`src/rtl/chunked_add_sequencer_if.sv`:
```
`default_nettype none
// +----------------------------------------------------------------------+
// | chunked_add_sequencer_if                                             |
// | Request/result handshake bundle for the chunked add/sub sequencer.   |
// | Rev 1.0                                                              |
// +----------------------------------------------------------------------+
interface chunked_add_sequencer_if #(
   parameter int WIDTH = 64
);
   logic             in_valid;
   logic             in_ready;
   logic [WIDTH-1:0] a;
   logic [WIDTH-1:0] b;
   logic             op_sub;
   logic             is_signed;
   logic             out_valid;
   logic             out_ready;
   logic [WIDTH:0]   sum;
   logic             ovf;
   logic             busy;

   modport master (
      output in_valid, a, b, op_sub, is_signed, out_ready,
      input  in_ready, out_valid, sum, ovf, busy
   );

   modport slave (
      input  in_valid, a, b, op_sub, is_signed, out_ready,
      output in_ready, out_valid, sum, ovf, busy
   );
endinterface
`default_nettype wire

```
`src/rtl/chunked_add_sequencer.sv`:
```
`default_nettype none
// +----------------------------------------------------------------------+
// | chunked_add_sequencer                                                |
// | WIDTH-bit add/sub built from one CHUNK-bit slice over N cycles.      |
// | Rev 1.0                                                              |
// +----------------------------------------------------------------------+
module chunked_add_sequencer #(
   parameter int WIDTH = 64,
   parameter int CHUNK = 16
) (
   input  wire                     clk,
   input  wire                     rst_n,
   chunked_add_sequencer_if.slave  bus
);
   localparam int N     = WIDTH / CHUNK;
   localparam int IDX_W = (N > 1) ? $clog2(N) : 1;

   typedef enum logic [1:0] {
      S_IDLE = 2'd0,
      S_RUN  = 2'd1,
      S_DONE = 2'd2
   } state_t;

   state_t             r_state;
   state_t             w_next_state;
   logic [WIDTH-1:0]   r_a;
   logic [WIDTH-1:0]   r_b;
   logic               r_sub;
   logic               r_signed;
   logic               r_carry;
   logic [IDX_W-1:0]   r_idx;
   logic [WIDTH:0]     r_sum;
   logic               r_ovf;

   logic               w_accept;
   logic               w_last;
   logic [CHUNK-1:0]   w_a_k;
   logic [CHUNK-1:0]   w_b_k;
   logic [CHUNK:0]     w_add;
   logic [CHUNK-1:0]   w_s;
   logic               w_c;
   logic               w_ea;
   logic               w_eb;
   logic               w_msb;
   logic               w_ovf;

   assign w_accept = (r_state == S_IDLE) && bus.in_valid;
   assign w_last   = (r_idx == IDX_W'(N - 1));

   // Select the operand slice addressed by the chunk index.
   always_comb begin
      w_a_k = '0;
      w_b_k = '0;
      for (int k = 0; k < N; k++) begin
         if (r_idx == IDX_W'(k)) begin
            w_a_k = r_a[k*CHUNK +: CHUNK];
            w_b_k = r_b[k*CHUNK +: CHUNK];
         end
      end
   end

   assign w_add = {1'b0, w_a_k}
                + {1'b0, w_b_k ^ {CHUNK{r_sub}}}
                + {{CHUNK{1'b0}}, r_carry};
   assign w_s   = w_add[CHUNK-1:0];
   assign w_c   = w_add[CHUNK];

   // Extension bit: sign/zero extend both operands by one bit and finish the add.
   assign w_ea  = r_signed & r_a[WIDTH-1];
   assign w_eb  = (r_signed & r_b[WIDTH-1]) ^ r_sub;
   assign w_msb = w_ea ^ w_eb ^ w_c;
   assign w_ovf = r_signed ? (w_msb ^ w_s[CHUNK-1]) : w_msb;

   always_comb begin
      w_next_state = r_state;
      case (r_state)
         S_IDLE: if (bus.in_valid)  w_next_state = S_RUN;
         S_RUN:  if (w_last)        w_next_state = S_DONE;
         S_DONE: if (bus.out_ready) w_next_state = S_IDLE;
         default:                   w_next_state = S_IDLE;
      endcase
   end

   always_ff @(posedge clk or negedge rst_n) begin
      if (!rst_n) begin
         r_state <= S_IDLE;
      end else begin
         r_state <= w_next_state;
      end
   end

   always_ff @(posedge clk or negedge rst_n) begin
      if (!rst_n) begin
         r_a      <= '0;
         r_b      <= '0;
         r_sub    <= 1'b0;
         r_signed <= 1'b0;
         r_carry  <= 1'b0;
         r_idx    <= '0;
         r_sum    <= '0;
         r_ovf    <= 1'b0;
      end else begin
         if (w_accept) begin
            r_a      <= bus.a;
            r_b      <= bus.b;
            r_sub    <= bus.op_sub;
            r_signed <= bus.is_signed;
            r_carry  <= bus.op_sub;
            r_idx    <= '0;
         end else if (r_state == S_RUN) begin
            for (int k = 0; k < N; k++) begin
               if (r_idx == IDX_W'(k)) begin
                  r_sum[k*CHUNK +: CHUNK] <= w_s;
               end
            end
            r_carry <= w_c;
            r_idx   <= w_last ? '0 : r_idx + IDX_W'(1);
            if (w_last) begin
               r_sum[WIDTH] <= w_msb;
               r_ovf        <= w_ovf;
            end
         end
      end
   end

   assign bus.in_ready  = (r_state == S_IDLE);
   assign bus.out_valid = (r_state == S_DONE);
   assign bus.busy      = (r_state != S_IDLE);
   assign bus.sum       = r_sum;
   assign bus.ovf       = r_ovf;

endmodule
`default_nettype wire

```
`src/flat_wrapper.sv`:
```
// flat-port wrapper written by rule: the top's interface ports become plain ports
module chunked_add_sequencer_flat 
#(
   parameter int WIDTH = 64,
   parameter int CHUNK = 16
)
  (clk, rst_n, bus_in_valid, bus_a, bus_b, bus_op_sub, bus_is_signed, bus_out_ready, bus_in_ready, bus_out_valid, bus_sum, bus_ovf, bus_busy);
  chunked_add_sequencer_if #(.WIDTH(WIDTH)) bus_i ();
  input  wire clk;
  input  wire rst_n;
  input wire logic [$bits(bus_i.in_valid)-1:0] bus_in_valid;
  input wire logic [$bits(bus_i.a)-1:0] bus_a;
  input wire logic [$bits(bus_i.b)-1:0] bus_b;
  input wire logic [$bits(bus_i.op_sub)-1:0] bus_op_sub;
  input wire logic [$bits(bus_i.is_signed)-1:0] bus_is_signed;
  input wire logic [$bits(bus_i.out_ready)-1:0] bus_out_ready;
  output wire logic [$bits(bus_i.in_ready)-1:0] bus_in_ready;
  output wire logic [$bits(bus_i.out_valid)-1:0] bus_out_valid;
  output wire logic [$bits(bus_i.sum)-1:0] bus_sum;
  output wire logic [$bits(bus_i.ovf)-1:0] bus_ovf;
  output wire logic [$bits(bus_i.busy)-1:0] bus_busy;
  assign bus_i.in_valid = bus_in_valid;
  assign bus_i.a = bus_a;
  assign bus_i.b = bus_b;
  assign bus_i.op_sub = bus_op_sub;
  assign bus_i.is_signed = bus_is_signed;
  assign bus_i.out_ready = bus_out_ready;
  assign bus_in_ready = bus_i.in_ready;
  assign bus_out_valid = bus_i.out_valid;
  assign bus_sum = bus_i.sum;
  assign bus_ovf = bus_i.ovf;
  assign bus_busy = bus_i.busy;
  chunked_add_sequencer #(.WIDTH(WIDTH), .CHUNK(CHUNK)) u_core (.clk(clk), .rst_n(rst_n), .bus(bus_i));
endmodule
```
`config.mk`:
```
export PLATFORM = sky130hd
export DESIGN_NAME = chunked_add_sequencer_flat
export DESIGN_NICKNAME = d
export VERILOG_FILES = /design/src/rtl/chunked_add_sequencer_if.sv /design/src/rtl/chunked_add_sequencer.sv /design/src/flat_wrapper.sv
export SDC_FILE = /design/constraint.sdc
export NUM_CORES = 1
export LEC_CHECK = 0
export ABC_AREA = 1
export BUFFER_PORTS_ARGS = -buffer_cell sky130_fd_sc_hd__buf_2
export CORE_ASPECT_RATIO = 1.5
export CORE_MARGIN = 2
export CORE_UTILIZATION = 55
export DETAILED_ROUTE_END_ITERATION = 12
export GPL_TIMING_DRIVEN = 0
export PLACE_DENSITY = 0.8
export REMOVE_ABC_BUFFERS = 1
export SYNTH_ARGS = -nofsm -noshare
export SYNTH_HDL_FRONTEND = slang
export SYNTH_SLANG_ARGS = --single-unit
```
`constraint.sdc`:
```
create_clock -name clk -period 3.8 [get_ports clk]
set_input_delay 0.38 -clock clk [delete_from_list [all_inputs] [get_ports clk]]
set_output_delay 0.38 -clock clk [all_outputs]
set_load 0.01 [all_outputs]
```
# After elaboration in Yosys (flattened, before gate mapping)
# Index checks and enable logic that the tools add are counted.
# op_classes
bitwise	8
n_mux	18
eq_ne	8
addsub	3
n_reduce_logical	10
# ops
cell	count
$mux 16	8
$add 16x16->17	1
$add 17x1->17	1
$xor 16x16->16	1
$reduce_and 3->1	5
$mux 2	6
$eq 2x2->1 const B	3
$pmux 2 s3	1
$eq 2x1->1 const B	2
$logic_not 2->1	2
$ne 2x2->1 const B	2
$reduce_bool 2->1	2
$xor 1x1->1	4
$mux 1	3
$add 2x1->2 const B	1
$and 1x1->1	2
$ne 2x1->1 const B	1
$logic_and 1x1->1	1
$not 1->1	1
# word_totals
in_bits	134
out_inout_bits	69
regBits	201

# Longest topological paths before layout
# logic_depth
depth_word	11
mapped_depth	25

# Worst setup path after synthesis
# OpenSTA, ideal clock, no wires.
# synth_timing
kind	reg2reg
start	register u_core.r_idx[0]
end	register u_core.r_ovf (netlist: u_core.bus.ovf)
slack_ps	503
required_ps	3684
t_arrival_ps	3180
stages_incl_launch_ff	24
cell_sequence	dfrtp_1 inv_1 ha_1 buf_2 buf_2 buf_2 o311ai_0 o21ai_0 fa_1 fa_1 inv_1 nand3_1 nand2_1 nand2_1 nand2_1 nand2_1 nand2_1 nand2_1 nand2_2 inv_1 nand2_1 nand2_1 nand2_1 nand2_1
# synth_between
elab_chain_len	11
elab_cells_between_ends	19
classes_between	add/sub: 2; eq/ne: 3; mux: 9; bitwise: 3; reduce/logical: 2
# synth_rtl
item	line_no	text
from (decl)	chunked_add_sequencer.sv:31	logic [IDX_W-1:0] r_idx;
from (signal assigned)	chunked_add_sequencer.sv:117	r_idx <= w_last ? '0 : r_idx + IDX_W'(1);
$logic_not 2->1	chunked_add_sequencer.sv:55	if (r_idx == IDX_W'(k)) begin
$mux 16 (4 in a row)	chunked_add_sequencer.sv:55	
$xor 16x16->16	chunked_add_sequencer.sv:63	+ {1'b0, w_b_k ^ {CHUNK{r_sub}}}
$add 16x16->17	chunked_add_sequencer.sv:63	
$add 17x1->17	chunked_add_sequencer.sv:64	+ {{CHUNK{1'b0}}, r_carry};
$xor 1x1->1	chunked_add_sequencer.sv:71	assign w_msb = w_ea ^ w_eb ^ w_c;
$xor 1x1->1	chunked_add_sequencer.sv:72	assign w_ovf = r_signed ? (w_msb ^ w_s[CHUNK-1]) : w_msb;
$mux 1	chunked_add_sequencer.sv:72	
to (signal assigned)	chunked_add_sequencer.sv:120	r_ovf <= w_ovf;
to (decl)	chunked_add_sequencer.sv:33	logic r_ovf;
# Several ways; a longest one is shown, not always the timed one.
# A chain may end at the register's enable or synchronous reset.

# Worst setup path after layout
# layout_timing
start	register u_core.r_idx[1]
end	register u_core.r_ovf (netlist: u_core.bus.ovf)
# The elaborated chain is that of the path after synthesis.

==> results_dict.tcl <==
set metrics [dict create \
    path_class "reg2reg" \
    hp-class "in2reg" \
    grt.met3_usage_pct 3.03 \
    slew_headroom_pct 35.5 \
    final_cell_mix "572 x nand2_1, 201 x buf_2, 200 x dfrtp_1, 72 x a21oi_1, 68 x o21ai_0" \
    min_period_ps 3570 \
    vias 8665 \
    crit_end "u_core.bus.ovf" \
    critPathLaunchType "register" \
    post_drt_via_cell_ratio 5.38 \
    arrival_ps 3950 \
    clk_path_buf_depth 3 \
    nets 1541 \
    gp_congestion 0.865 \
    drive_gt1_share_pct 19.2 \
    grt_pass1_wl_um 39400 \
    syn_avg_cell_area_sq_um 7.90 \
    required_ps 4180 \
    ys_types 30 \
    max_freq_ghz 0.280 \
    antenna_found_initial 0 \
    hpwl_um 16000 \
    rr_startpoint "u_core.r_idx[1]" \
    synth-seq-cells 201 \
    rr_worst_depth 24 \
    register_area_sq_um 5030 \
    fill_cells 1434 \
    totalWireLength_um 24800 \
    timing.setup.tns_ps 0 \
    first_global_vias 8190 \
    setup_viol 0 \
    rsz0062_at_grt "false" \
    grt_max_degree 116 \
    ys_warn_count 0 \
    dr.pass1.iters 5 \
    drtIter0Drc 687 \
    initial_utilization_pct 55.6 \
    end_kind "register" \
    area_growth_pct 20.5 \
    multi_input_area_sq_um 4120 \
    cap_violations 0 \
    maxSlewViolCount 0 \
    die_w_um 112 \
    r2r_setup_slack_ps 230 \
    path_clk_slew_ps 60 \
    io_pins 203 \
    grtUsageTotal_pct 26.3 \
    fin_skew_ps 10.1 \
    antenna_cells 0 \
    cts_tree "done" \
    cp-startpoint "u_core.r_idx[1]" \
    synth_area_sq_um 9560 \
    dieArea_sq_um 18500 \
    hold_violations 0 \
    h-tree-depth 1 \
    grt_use_met2_pct 46.3 \
    worst_pin_slew_ps 967 \
    ant_nets 0 \
    die_h_um 165 \
    root_buffer "clkbuf_16" \
    gr-total-overflow 0 \
    wire_per_inst_um 15.4 \
    clkSinkCount 201 \
    cp_max_fo 33 \
    hold-worst-slack_ps 79.7 \
    syn_inst 1209 \
    clk_latency_ps 490 \
    met1_usage_pct 33.5 \
    top_usage_layer "met2" \
    drc 0 \
    cts_made_buffers 19 \
    fin_crit_sh_pct 93.9 \
    r2r_end "u_core.bus.ovf" \
    rows 59 \
    final_common_cell "nand2_1" \
    seq_area_frac_synth_pct 52.6 \
    numPortBuffers 202 \
    core_area_sq_um 17200 \
    status "complete, no violations" \
]
layer usage:
metal,share of wire [%],vias to the layer above
met4,2.5,0
met3,6.1,48
met5,0,-
met1,40,4094
li1,-,4185
met2,51,338
cells in the mapped netlist (all sizes together):
| cell type | n | area [sq um] |
|---|---|---|
| xnor2 | 7 | 61.3 |
| clkbuf | 19 | 72.6 |
| or2 | 2 | 12.5 |
| nand2 | 576 | 2170 |
| a22o | 1 | 8.76 |
| a22oi | 1 | 7.51 |
| nor3 | 5 | 25.0 |
| o21ai | 84 | 420 |
| buf | 41 | 205 |
| o311ai | 1 | 8.76 |
| fa | 2 | 40.0 |
| o211ai | 3 | 22.5 |
| a21oi | 74 | 378 |
| nand3b | 3 | 22.5 |
| nand3 | 59 | 295 |
| and3 | 2 | 12.5 |
| nor2 | 43 | 176 |
| o31ai | 1 | 7.51 |
| inv | 46 | 173 |
| ha | 19 | 238 |
| dfrtp | 201 | 5030 |
| xor2 | 19 | 166 |
area by class of cell:
| type | instances | share of cell area [%] |
|---|---|---|
| clock buffers | 23 | 4.43 |
| clock inverters | 10 | 1.36 |
| inverters | 46 | 1.72 |
| multi-input cells | 902 | 35.8 |
| flip-flops and latches | 201 | 43.7 |
| well taps | 213 | 2.32 |
| repair buffers | 216 | 10.7 |
through the flow:
stage          setup WS, ps  utilization [%]  area [sq um]  std cells
2_1_floorplan         -5.17                -          9280       1149
3_3_place_gp          -1470             61.4         10600       1564
3_5_place_dp           -727             62.2         10700       1568
4_1_cts                9.35             66.6         11500       1606
5_1_grt                21.6             66.9         11500       1611
6_report                230             66.9         11500       1611
worst min-delay path by stage:
stage / startpoint / endpoint / slack (ps) / cells after the start
floorplan: rst_n / u_core.bus.ovf / 80 / 0
global placement: u_core.r_a[43] / u_core.r_a[43] / 460 / 2
detailed placement: rst_n / u_core.r_b[9] / 210 / 1
CTS: bus_b[46] / u_core.r_b[46] / 70 / 3
global route: bus_b[47] / u_core.r_b[47] / 80 / 3
finish: bus_a[20] / u_core.r_a[20] / 80 / 3
registers in the layout, indices dropped and copies added, names as in the netlist:
signal           cells
u_core.r_idx         2
u_core.bus.sum      65
u_core.bus.ovf       1
u_core.r_state       2
u_core.r_signed      1
u_core.r_a          64
u_core.r_sub         1
u_core.r_carry       1
u_core.r_b          64
timing repair:
action | in CTS | in global routing
buffers inserted | 4 | 5
hold buffers | 1 | 0
resized for setup | 8 | 6
pin swaps | 1 | 1
endpoints found under the setup margin | 55 | 11
endpoints found under the hold margin | 16 | 0
critical path: stages (launching register included):
cell and delay, ps:
dfrtp_1 450, inv_2 130, ha_4 200, clkinv_8 160, nand3_1 110, nand2_1 50
o21ai_0 90, a21oi_1 110, xor2_1 170, fa_1 440, fa_1 440, inv_1 70
nand3_1 60, nand2_1 140, nand2_1 70, nand2_1 120, nand2_1 80, nand2_1 120
nand2_1 80, nand2_2 80, inv_1 50, nand2_1 60, nand2_1 50, nand2_1 50
nand2_1 50
cell families after synthesis:
family | share of synthesized area [%]
and+or+nand+nor | 28.4
xor gates and xnor gates | 2.38
buffers and inverters | 4.71
DFF | 52.6
AOI/OAI and AO/OA | 8.93
adders and majority gates | 2.91
Power is left out: the tool's default activity adds up to more than one toggle a clock period on the data nets, which glitch-free logic cannot reach.
